<file path="config.mk">
export PLATFORM = sky130hd
export DESIGN_NAME = log_base
export DESIGN_NICKNAME = d
export VERILOG_FILES = /design/src/rtl/log_base.sv
export SDC_FILE = /design/constraint.sdc
export NUM_CORES = 1
export LEC_CHECK = 0
export CAP_MARGIN = 20
export CORE_MARGIN = 2
export CORE_UTILIZATION = 55
export CTS_CLUSTER_DIAMETER = 200
export CTS_CLUSTER_SIZE = 12
export DETAILED_ROUTE_END_ITERATION = 8
export PLACE_DENSITY = 0.77
export SETUP_SLACK_MARGIN = 0.2
export SLEW_MARGIN = 10
export SYNTH_ARGS = -nofsm -noshare
export SYNTH_HDL_FRONTEND = slang
export SYNTH_SLANG_ARGS = --single-unit
</file>
<file path="constraint.sdc">
create_clock -name clk -period 7.9 [get_ports clk]
set_clock_uncertainty 0.1 [all_clocks]
set_input_delay 0.79 -clock clk [delete_from_list [all_inputs] [get_ports clk]]
set_output_delay 0.79 -clock clk [all_outputs]
set_load 0.005 [all_outputs]
</file>
<file path="src/rtl/log_base.sv">
// log_base: BF16 log_a(b) of two signed 16-bit integers via CORDIC ln + divide.
// Ports: clk, rst, start, a, b -> result (BF16), error, done.
module log_base #(
  parameter int ITERATIONS = 16
) (
  input  logic        clk,
  input  logic        rst,
  input  logic        start,
  input  logic [15:0] a,
  input  logic [15:0] b,
  output logic [15:0] result,
  output logic        error,
  output logic        done
);

  typedef enum logic [3:0] {
    IDLE,
    VALIDATE,
    PREP_A,
    LN_A,
    PREP_B,
    LN_B,
    DIV,
    CONV_CLZ,
    CONV_PACK,
    DONE
  } state_t;

  localparam logic [31:0] LN2  = 32'h0000_B172;
  localparam logic [31:0] ONE  = 32'h0001_0000;
  localparam int          NSTP = ITERATIONS + 2;
  localparam logic [4:0]  LAST = 5'(NSTP - 1);
  // Roughly 1/8 ulp added before truncation so that
  // quotients a few LSBs under an exact value pack
  // to that value instead of the ulp below.
  localparam logic [32:0] BIAS = 33'h0_0020_0000;

  function automatic logic [5:0] clz32(
    input logic [31:0] v
  );
    logic [5:0] n;
    n = 6'd32;
    for (int i = 0; i < 32; i++) begin
      if (v[i]) n = 6'(31 - i);
    end
    return n;
  endfunction

  // Step k -> shift i, with i=4 and i=13 repeated.
  function automatic logic [4:0] step_shift(
    input logic [4:0] k
  );
    logic [4:0] s;
    s = k + 5'd1;
    if (k >= 5'd4)  s = s - 5'd1;
    if (k >= 5'd14) s = s - 5'd1;
    return s;
  endfunction

  function automatic logic [31:0] atanh_q(
    input logic [4:0] i
  );
    logic [31:0] v;
    case (i)
      5'd1:    v = 32'd35999;
      5'd2:    v = 32'd16739;
      5'd3:    v = 32'd8235;
      5'd4:    v = 32'd4101;
      5'd5:    v = 32'd2049;
      default: v = ONE >> i;
    endcase
    return v;
  endfunction

  state_t             state;
  logic [15:0]        a_r;
  logic [15:0]        b_r;
  logic signed [31:0] x;
  logic signed [31:0] y;
  logic signed [31:0] z;
  logic [4:0]         step;
  logic [4:0]         e_r;
  logic [31:0]        ln_a;
  logic [31:0]        ln_b;
  logic [47:0]        dvd;
  logic [31:0]        rem;
  logic [31:0]        quo;
  logic [5:0]         cnt;
  logic [4:0]         shamt;

  logic [15:0]        op;
  logic [31:0]        op_q;
  logic [5:0]         op_n;
  logic [31:0]        op_norm;
  logic [31:0]        mant;
  logic [4:0]         sh;
  logic [31:0]        ang;
  logic signed [31:0] xs;
  logic signed [31:0] ys;
  logic signed [31:0] x_n;
  logic signed [31:0] y_n;
  logic signed [31:0] z_n;
  logic [31:0]        ln_n;
  logic [32:0]        rem_sh;
  logic [32:0]        diff;
  logic               ge;
  logic [31:0]        rem_n;
  logic [5:0]         q_n;
  logic [31:0]        norm;
  logic [32:0]        sum;
  logic [7:0]         exp8;

  always_comb begin
    op      = (state == PREP_B) ? b_r : a_r;
    op_q    = {op, 16'h0000};
    op_n    = clz32(op_q);
    op_norm = op_q << op_n[4:0];
    // Leading one lands on bit 16: mantissa in [1,2).
    mant    = {15'd0, op_norm[31:15]};
  end

  always_comb begin
    sh  = step_shift(step);
    ang = atanh_q(sh);
    xs  = x >>> sh;
    ys  = y >>> sh;
    if (!y[31]) begin
      x_n = x - ys;
      y_n = y - xs;
      z_n = z + $signed(ang);
    end else begin
      x_n = x + ys;
      y_n = y + xs;
      z_n = z - $signed(ang);
    end
    ln_n = {z_n[30:0], 1'b0}
         + (32'(e_r) * LN2);
  end

  always_comb begin
    rem_sh = {rem, dvd[47]};
    diff   = rem_sh - {1'b0, ln_a};
    ge     = !diff[32];
    rem_n  = ge ? diff[31:0] : rem_sh[31:0];
  end

  always_comb begin
    q_n  = clz32(quo);
    norm = quo << shamt;
    sum  = {1'b0, norm} + BIAS;
    // A carry out means the mantissa rolled over.
    exp8 = 8'd142 - {3'd0, shamt}
         + {7'd0, sum[32]};
  end

  always_ff @(posedge clk) begin
    if (rst) begin
      state  <= IDLE;
      result <= 16'h0000;
      error  <= 1'b0;
      done   <= 1'b0;
      a_r    <= '0;
      b_r    <= '0;
      x      <= '0;
      y      <= '0;
      z      <= '0;
      step   <= '0;
      e_r    <= '0;
      ln_a   <= '0;
      ln_b   <= '0;
      dvd    <= '0;
      rem    <= '0;
      quo    <= '0;
      cnt    <= '0;
      shamt  <= '0;
    end else begin
      unique case (state)
        IDLE: begin
          done  <= 1'b0;
          error <= 1'b0;
          if (start) begin
            a_r   <= a;
            b_r   <= b;
            state <= VALIDATE;
          end
        end
        VALIDATE: begin
          if ($signed(a_r) <= 16'sd1 ||
              $signed(b_r) <= 16'sd0) begin
            error  <= 1'b1;
            result <= 16'h0000;
            state  <= DONE;
          end else if (b_r == 16'd1) begin
            error  <= 1'b0;
            result <= 16'h0000;
            state  <= DONE;
          end else begin
            state <= PREP_A;
          end
        end
        PREP_A, PREP_B: begin
          x     <= $signed(mant + ONE);
          y     <= $signed(mant - ONE);
          z     <= '0;
          step  <= '0;
          e_r   <= 5'(6'd15 - op_n);
          state <= (state == PREP_A) ?
                   LN_A : LN_B;
        end
        LN_A, LN_B: begin
          x    <= x_n;
          y    <= y_n;
          z    <= z_n;
          step <= step + 5'd1;
          if (step == LAST) begin
            if (state == LN_A) begin
              ln_a  <= ln_n;
              state <= PREP_B;
            end else begin
              ln_b  <= ln_n;
              dvd   <= {ln_n, 16'h0000};
              rem   <= '0;
              quo   <= '0;
              cnt   <= '0;
              state <= DIV;
            end
          end
        end
        DIV: begin
          dvd <= {dvd[46:0], 1'b0};
          rem <= rem_n;
          quo <= {quo[30:0], ge};
          cnt <= cnt + 6'd1;
          if (cnt == 6'd47) state <= CONV_CLZ;
        end
        CONV_CLZ: begin
          if (quo == 32'd0) begin
            result <= 16'h0000;
            state  <= DONE;
          end else begin
            shamt <= q_n[4:0];
            state <= CONV_PACK;
          end
        end
        CONV_PACK: begin
          result <= {1'b0, exp8, sum[30:24]};
          state  <= DONE;
        end
        DONE: begin
          if (!done) begin
            done <= 1'b1;
          end else if (!start) begin
            done  <= 1'b0;
            state <= IDLE;
          end
        end
        default: state <= IDLE;
      endcase
    end
  end

endmodule
</file>
**Yosys cells after proc, flatten, opt, wreduce, memory -nomap -nowiden**

Index checks and enable logic that the tools add are counted.

- Bits in registers: 315
- Logic and storage cells: 180
- Input port bits: 35

- Add/subtract/negate cells: 18
- Shift-type cells: 5
- $mul: 1
- Muxes and demuxes: 91
- Reductions and logical operators: 18
- Eq/ne operators: 25
- Order comparisons: 4
- Bitwise gates (word level): 1

Operators with widths:

| operator | count |
|---|---|
| $pmux W32 S2 | 5 |
| $mux W5 | 49 |
| $mux W32 | 6 |
| $pmux W32 S5 | 1 |
| $add A32 B32 Y32 | 3 |
| $mux W48 | 2 |
| $pmux W48 S2 | 1 |
| $sub A32 B32 Y32 | 3 |
| $mux W16 | 4 |
| $shl A32 B5 Y32 | 2 |
| $sshr A32 B5 Y32 | 2 |
| $pmux W16 S3 | 1 |
| $add A32 B22 Y33 const B | 1 |
| $sub A33 B32 Y33 | 1 |
| $add A32 B21 Y32 | 1 |
| $logic_not A32 Y1 | 1 |
| $mux W4 | 8 |
| $pmux W4 S8 | 1 |
| $shr A17 B5 Y32 const A | 1 |
| $mul A5 B15 Y20 const B | 1 |
| $add A17 B17 Y18 const B | 1 |
| $sub A17 B17 Y18 const B | 1 |
| $eq A16 B1 Y1 const B | 1 |
| $eq A4 B3 Y1 const B | 4 |
| 37 further kinds | 62 |

**Depth between registers and ports, before layout**

Gate-level depths: netlist (run 1).

- Word-level depth: 32
- Depth in mapped cells: 43
- Depth with buffers taken out: 38

**Least setup slack after synthesis (run 1)**

Ideal clock, no wire load.

- Kind: flip-flop to flip-flop
- From: reg step[0]
- To: reg y[31]
- Data required time: 7.730 ns
- Slack: 0.059 ns
- Setup time: 0.070 ns
- Path buffers: 3
- Arrival time: 7.671 ns
- Stages on the path, launching flop included: 38
- Cell sequence: dfxtp_1 -> buf_4 -> clkinv_1 -> ha_1 -> buf_2 -> xor2_1 -> ha_1 -> nand3b_1 -> o21a_1 -> nand2_1 -> buf_2 -> a211o_1 -> and2_1 -> a211o_1 -> and3_1 -> a21oi_1 -> ha_1 -> inv_1 -> [... 2 more ...] -> nor3_1 -> and3_1 -> and2_1 -> a21oi_1 -> xor2_1 -> ha_1 -> a211o_1 -> a2111oi_0 -> o41ai_1 -> a21oi_1 -> o21ai_0 -> o21a_1 -> o21ai_0 -> nand2b_1 -> a211oi_1 -> xnor3_1 -> nand2b_1 -> a21oi_1

- Longest elaborated chain between the ends: 9
- Elaborated cells on any way between the ends: 12
- Classes of those cells: 5 x add/sub; 2 x order compare; 1 x shift; 4 x mux

RTL lines:

| item | line | RTL |
|---|---|---|
| from (decl) | 81 | `logic [4:0] step;` |
| from (signal assigned) | 214 | `step <= step + 5'd1;` |
| $add A5 B1 Y5 | 54 | `s = k + 5'd1;` |
| $sub A5 B1 Y5 | 55 | `if (k >= 5'd4) s = s - 5'd1;` |
| $mux W5 | 55 |  |
| $sub A5 B1 Y5 | 56 | `if (k >= 5'd14) s = s - 5'd1;` |
| $mux W5 (*) | 56 |  |
| $sshr A32 B5 Y32 (*) | 125 | `xs = x >>> sh;` |
| $sub A32 B32 Y32 / $add A32 B32 Y32 (equally long branches) | 129, 133 |  |
| $mux W32 (*) | 127 | `if (!y[31]) begin` |
| $pmux W32 S2 (*) | 177 | `unique case (state)` |
| to (signal assigned) | 203 | `y <= $signed(mant - ONE);` |
| to (signal assigned) | 212 | `y <= y_n;` |
| to (decl) | 79 | `logic signed [31:0] y;` |

Every way passes the cells marked *; elsewhere a longest branch is shown, timed or not.
A chain may end at the register's enable or synchronous reset.

**Final worst setup path (run 1)**

- From: reg step[0]
- To: reg x[30]

- Longest elaborated chain between the ends: 9
- Elaborated cells on any way between the ends: 12
- Classes of those cells: 5 x add/sub; 2 x order compare; 1 x shift; 4 x mux

RTL lines:

| item | line | RTL |
|---|---|---|
| $add A5 B1 Y5 | 54 |  |
| $sub A5 B1 Y5 | 55 |  |
| $mux W5 | 55 |  |
| $sub A5 B1 Y5 | 56 |  |
| $mux W5 (*) | 56 |  |
| $sshr A32 B5 Y32 (*) | 126 | `ys = y >>> sh;` |
| $sub A32 B32 Y32 / $add A32 B32 Y32 (equally long branches) | 128, 132 |  |
| $mux W32 (*) | 127 |  |
| $pmux W32 S2 (*) | 177 |  |
| to (signal assigned) | 202 | `x <= $signed(mant + ONE);` |
| to (signal assigned) | 211 | `x <= x_n;` |
| to (decl) | 78 | `logic signed [31:0] x;` |

Marks and branches as above.

==> results of run 1 <==
[stage by stage]
step           cells  worst slack, ns  hold slack [ns]
3_5_place_dp    4485         -0.00510            0.346
6_report        4542            0.430            0.352
2_1_floorplan   3856            0.116            0.332
3_3_place_gp    4485            0.129            0.340
5_1_grt         4542         -0.00479            0.367
4_1_cts         4517            0.211            0.354
[worst register-to-register path: cells and delay by family, from the launching register on]
family	cells	cell delay, ns
fa+ha+maj	3	0.86
flops	1	0.35
simple gates	8	1.38
compound gates	14	3.21
xor+xnor	3	0.44
buf+inv	6	1.02
[kinds of logic after synthesis]
group,Yosys count,share of synthesized area
AOI/OAI and AO/OA,1316,0.309
xor gates and xnor gates,213,0.0676
adders and majority gates,183,0.0833
buffers and inverters,391,0.0574
DFF,294,0.208
muxes,123,0.0572
other,1,0.000133
and+or+nand+nor,1335,0.217
[path summary, 6_finish.rpt]
check / start / end / slack (ns) / cells after the start
min: dvd[32] / dvd[32] / 0.35 / 2
max: step[0] / x[30] / 0.43 / 34
max reg2reg: step[0] / x[30] / 0.43 / 34
min reg2reg: dvd[32] / dvd[32] / 0.35 / 2
[sequential cells by signal, summed over array words and instances, names as in the netlist]
signal,count
shamt,5
result,15
step,5
dvd,31
rem,32
a_r,16
error,1
done,1
z,31
b_r,16
y,32
state,4
cnt,6
quo,32
x,32
ln_a,31
e_r,4
[layer usage]
metal,vias up,GRT usage,part of all wire
li1,14200,-,-
met1,14000,0.472,0.42
met2,1363,0.541,0.44
met3,262,0.0627,0.094
met4,2,0.132,0.041
met5,-,0,0.00015
[what timing repair did]
item                                    4_1_cts  5_1_grt
pin swaps                                     1       23
endpoints found under the setup margin        3       41
gates cloned                                  0        2
resized for setup                             8       85
endpoints found under the hold margin         0        0
setup buffers                                 1       20
[area by class of cell]
class / instances / area share
clock buffers: 29 / 0.0225
well taps: 680 / 0.0271
multi-input cells: 3172 / 0.680
inverters: 125 / 0.0150
repair buffers: 240 / 0.0661
flip-flops and latches: 294 / 0.188
clock inverters: 2 / 0.00124
[cells in the final DEF (no fill, tap or decap), drive strengths merged, types with 28 or more instances in the layout]
cell type,instances
nand2,419
a21oi,395
nor2,391
dfxtp,294
o21ai,219
buf,188
ha,174
nand3,159
xnor2,145
inv,122
a22oi,120
a211oi,101
nor3,94
mux2i,75
xor2,67
a21o,61
a31oi,53
clkdlybuf4s50,50
and3,48
and2,48
nand2b,40
nor2b,36
o21a,36
o211ai,32
clkbuf,31
o21bai,30
mux4,29
a221oi,28
==> results.cfg, run 1 <==
[status]
result_of_the_run = finished, final reports clean

[layout]
layout.area.seq_sq_mm = 0.00589
n_antenna_cell = 0
finalCoreUtilization = 0.614
multi_input_area_sq_mm = 0.0213
fin_nets = 4079
final_design_area_no_fill_sq_mm = 0.0314
filler_cell_count = 4752
areaGrowthSynthToFinish_pct = 10.9
layout-drive-gt1-share = 0.107

[place]
placed_area_sq_mm = 0.0300
gp_congestion = 1.05
detailedPlacementHpwl_um = 70700
placement.io_buffers = 51

[detailed_routing]
drc = 0
drt-pass1-iter-count = 7
wirelength_um = 96000
num_vias = 29800
detail_route.wl_per_cell_um = 21.1
drt-vias-per-instance = 6.56
drt_first_iter_violations = 3165
detail-route-antenna-nets = 0

[clock_tree]
cts.clk_slew.worst_paths_ns = 0.08
cts.root.buffer_cell = sky130_fd_sc_hd__clkbuf_16
worst_skew_pair.late_latency_ns = 0.62
clock_tree.htree_level_count = 1
clkSinkCount = 294
tritoncts_clock_tree = yes
max-clock-path-buffers = 3
cts_hold_repair.buffers = 0
cts-buffers-inserted = 28

[yosys]
synth.top_cells.by_area = sky130_fd_sc_hd__dfxtp_1 21%, sky130_fd_sc_hd__ha_1 7.7%, sky130_fd_sc_hd__a21oi_1 6.9%
syn_inst = 3856
yosysMostFrequentCell = sky130_fd_sc_hd__nand2_1
netlist-cell-type-count = 113
ys_warn_count = 0
syn-cell-area_sq_mm = 0.0283
synth.yosys.seq_area_share = 0.208
synth-edff-count = 0
synth_flop_cell = sky130_fd_sc_hd__dfxtp_1
post_synth_most_frequent_cells = 418 x sky130_fd_sc_hd__nand2_1, 390 x sky130_fd_sc_hd__a21oi_1, 389 x sky130_fd_sc_hd__nor2_1
share_of_the_synthesized_area_in_the_top_cell_type = 0.208
syn_avg_cell_area_sq_um = 7.34
postSynthRegisterBits = 294
async_flop_share = 0
mappedNetlistNets = 4074
biggest_area_consumer_among_synthesized_cells = sky130_fd_sc_hd__dfxtp_1

[floorplanning]
chipWidth_um = 231
rows = 83
initial_utilization = 0.554
design.die.area_sq_mm = 0.0533
die_h_um = 231
top_level_ports = 53
coreArea_sq_mm = 0.0511

[job]
cap_viol_max_count = 0

[global_route]
grt_max_degree = 135
grt_pass1_vias = 27300
grt_pass1_wl_um = 150000
overall_global_routing_usage = 0.346
grt_overflow_total = 0
grt_antenna_before_repair = 2

[sta]
relative_slew_slack = 0.302
rsz0062_at_grt = yes
timing_max_transition_violations_final = 0
tns_setup_ns = 0
period_share = 0.946
min_period_ns = 7.47
finalHoldViolCount = 0
timing.fmax_mhz = 134
final-setup-viol-count = 0
worst_pin_slew_ns = 1.05

[critical_path]
worst_path_dominant_cell_family = compound AO/OA/AOI/OAI gates
timing.critical_path.from_type = register
max_stage_delay_ns = 0.43
crit_slowest_cell = sky130_fd_sc_hd__a2111oi_4
critical-path-top-cell-by-count = sky130_fd_sc_hd__buf_4
cp-end-kind = register
path_class = register to register
cp.arrival_ns = 7.86
count_of_buffer_and_inverter_cells_on_the_critical_path = 6
worstPathMaxFanout = 12
crit_required_ns = 8.29

[min_path]
hold_class = register to register
Power of run 1 is not shown: default switching activity piles up to over one toggle a cycle in this logic, so the estimate is an artifact.
==> run 2, diff against run 1 <==
--- a/config.mk
+++ b/config.mk
@@ -9,10 +9,9 @@
 export CORE_MARGIN = 2
 export CORE_UTILIZATION = 55
 export CTS_CLUSTER_DIAMETER = 200
-export CTS_CLUSTER_SIZE = 12
 export DETAILED_ROUTE_END_ITERATION = 8
 export PLACE_DENSITY = 0.77
-export SETUP_SLACK_MARGIN = 0.2
+export SETUP_SLACK_MARGIN = 0.05
 export SLEW_MARGIN = 10
 export SYNTH_ARGS = -nofsm -noshare
 export SYNTH_HDL_FRONTEND = slang
==> results.cfg, run 2 (same netlist as run 1, synthesis figures left out) <==
[floorplanning]
chipWidth_um = 231
rows = 83
initial_utilization = 0.554
die_h_um = 231
top_level_ports = 53
coreArea_sq_mm = 0.0511
design.die.area_sq_mm = 0.0533

[critical_path]
worstPathMaxFanout = 34
timing.critical_path.from_type = register
cp.arrival_ns = 7.90
path_class = register to register
cp-end-kind = register
worst-r2r-setup-slack_ns = 0.33
critical_path.reg2reg.endpoint = x[31]
reg2regPathDepth = 33
critical-path-top-cell-by-count = sky130_fd_sc_hd__buf_4
crit_slowest_cell = sky130_fd_sc_hd__a2111oi_1
reg2reg_from = step[0]
crit_required_ns = 8.23
max_stage_delay_ns = 0.47

[detailed_routing]
drt_first_iter_violations = 3019
wirelength_um = 93600
drc = 0
drt-pass1-iter-count = 6
detail_route.wl_per_cell_um = 20.5
drt-vias-per-instance = 6.50
detail-route-antenna-nets = 0
num_vias = 29700

[sta]
finalHoldViolCount = 0
timing.fmax_mhz = 132
period_share = 0.958
worst_pin_slew_ns = 1.01
rsz0062_at_grt = yes
min_period_ns = 7.57
final-setup-viol-count = 0
timing_max_transition_violations_final = 0
relative_slew_slack = 0.328

[place]
detailedPlacementHpwl_um = 69000
post-place-cells = 4488
placed_area_sq_mm = 0.0300
gp_congestion = 1.07
placement.io_buffers = 51

[layout]
n_antenna_cell = 0
areaGrowthSynthToFinish_pct = 12.4
final_design_area_no_fill_sq_mm = 0.0318
fin_nets = 4074
most-common-layout-cells = 414 x sky130_fd_sc_hd__nand2_1, 381 x sky130_fd_sc_hd__a21oi_1, 380 x sky130_fd_sc_hd__nor2_1, 292 x sky130_fd_sc_hd__dfxtp_1, 203 x sky130_fd_sc_hd__o21ai_0
filler_cell_count = 4709
layout-drive-gt1-share = 0.111
finalNonFillerCells = 4564
layout.cells.most_common = sky130_fd_sc_hd__nand2_1

[min_path]
holdCritStartpoint = ln_a[8]
min_path_cells = 2
hold-path-endpoint = ln_a[8]
hold_class = register to register

[clock_tree]
clock_tree.htree_level_count = 2
max-clock-path-buffers = 3
cts_hold_repair.buffers = 0
cts-buffers-inserted = 37
cts.root.buffer_cell = sky130_fd_sc_hd__clkbuf_16
clkSinkCount = 294
cts.clk_slew.worst_paths_ns = 0.06
worst_skew_pair.late_latency_ns = 0.58
tritoncts_clock_tree = yes

[global_route]
overall_global_routing_usage = 0.337
grt_pass1_wl_um = 146000
grt_pass1_vias = 26900
grt_overflow_total = 0
grt_max_degree = 145
grt_antenna_before_repair = 3

[job]
cap_viol_max_count = 0

[status]
result_of_the_run = finished, final reports clean
-- run 2: cell types whose count changed in the layout (fill, tap and decap cells not counted), sizes merged --
cell / change
clkbuf: +23
buf: -12
clkinv: +7
bufinv: +4
a21oi: -1
clkinvlp: +1
-- run 2: worst max path at each step --
stage	start	to	slack (ns)	depth (start not counted)
after global routing	step[0]	y[31]	-0.06	37
after CTS	step[0]	y[31]	0.12	37
final	step[0]	x[31]	0.33	33
after global placement	step[0]	y[31]	0.24	37
after detailed placement	step[0]	y[31]	0.11	37
after floorplan	step[0]	y[31]	0.06	37
-- run 2: what timing repair did --
action	4_1_cts	5_1_grt
buffers inserted	0	6
gates resized for setup	1	89
endpoints found under the setup margin	1	36
hold endpoints to repair	0	0
gates cloned	0	0
pin swaps	0	14
-- run 2: layout make-up --
| cell class | instances | area, sq um | area share |
|---|---|---|---|
| Tap cell | 680 | 851 | 0.0267 |
| Inverter | 125 | 469 | 0.0147 |
| Sequential cell | 294 | 5890 | 0.185 |
| Clock inverter | 14 | 223 | 0.00700 |
| Clock buffer | 53 | 1080 | 0.0339 |
| Timing Repair Buffer | 227 | 1960 | 0.0616 |
| Multi-Input combinational cell | 3171 | 21300 | 0.671 |
-- run 2: critical path: cells and delay by family, from the launching register on --
family | cells | cell delay (ns)
AO/OA/AOI/OAI | 12 | 2.75
XOR/XNOR | 3 | 0.70
adder cells (fa/ha/maj) | 3 | 0.94
buffers and inverters | 5 | 0.90
flip-flops | 1 | 0.35
multiplexers | 2 | 0.63
AND/OR/NAND/NOR | 8 | 1.00
-- run 2: metrics by stage --
stage	worst slack, ns	setup TNS, ns	hold WS (ns)	utilization
final	0.330	0	0.352	0.623
after global routing	-0.0646	-0.260	0.367	0.623
after CTS	0.117	0	0.353	0.612
after detailed placement	0.106	0	0.346	0.587
after global placement	0.237	0	0.340	0.587
after floorplan	0.0591	0	0.332	-
-- run 2: layer usage --
| layer | up-vias | share of wire | GRT usage |
|---|---|---|---|
| li1 | 14200 | - | - |
| met1 | 13900 | 0.43 | 0.463 |
| met2 | 1298 | 0.44 | 0.522 |
| met3 | 242 | 0.098 | 0.0713 |
| met4 | 6 | 0.036 | 0.117 |
| met5 | - | 0.00033 | 0 |
Power of run 2 is left out for the same reason.
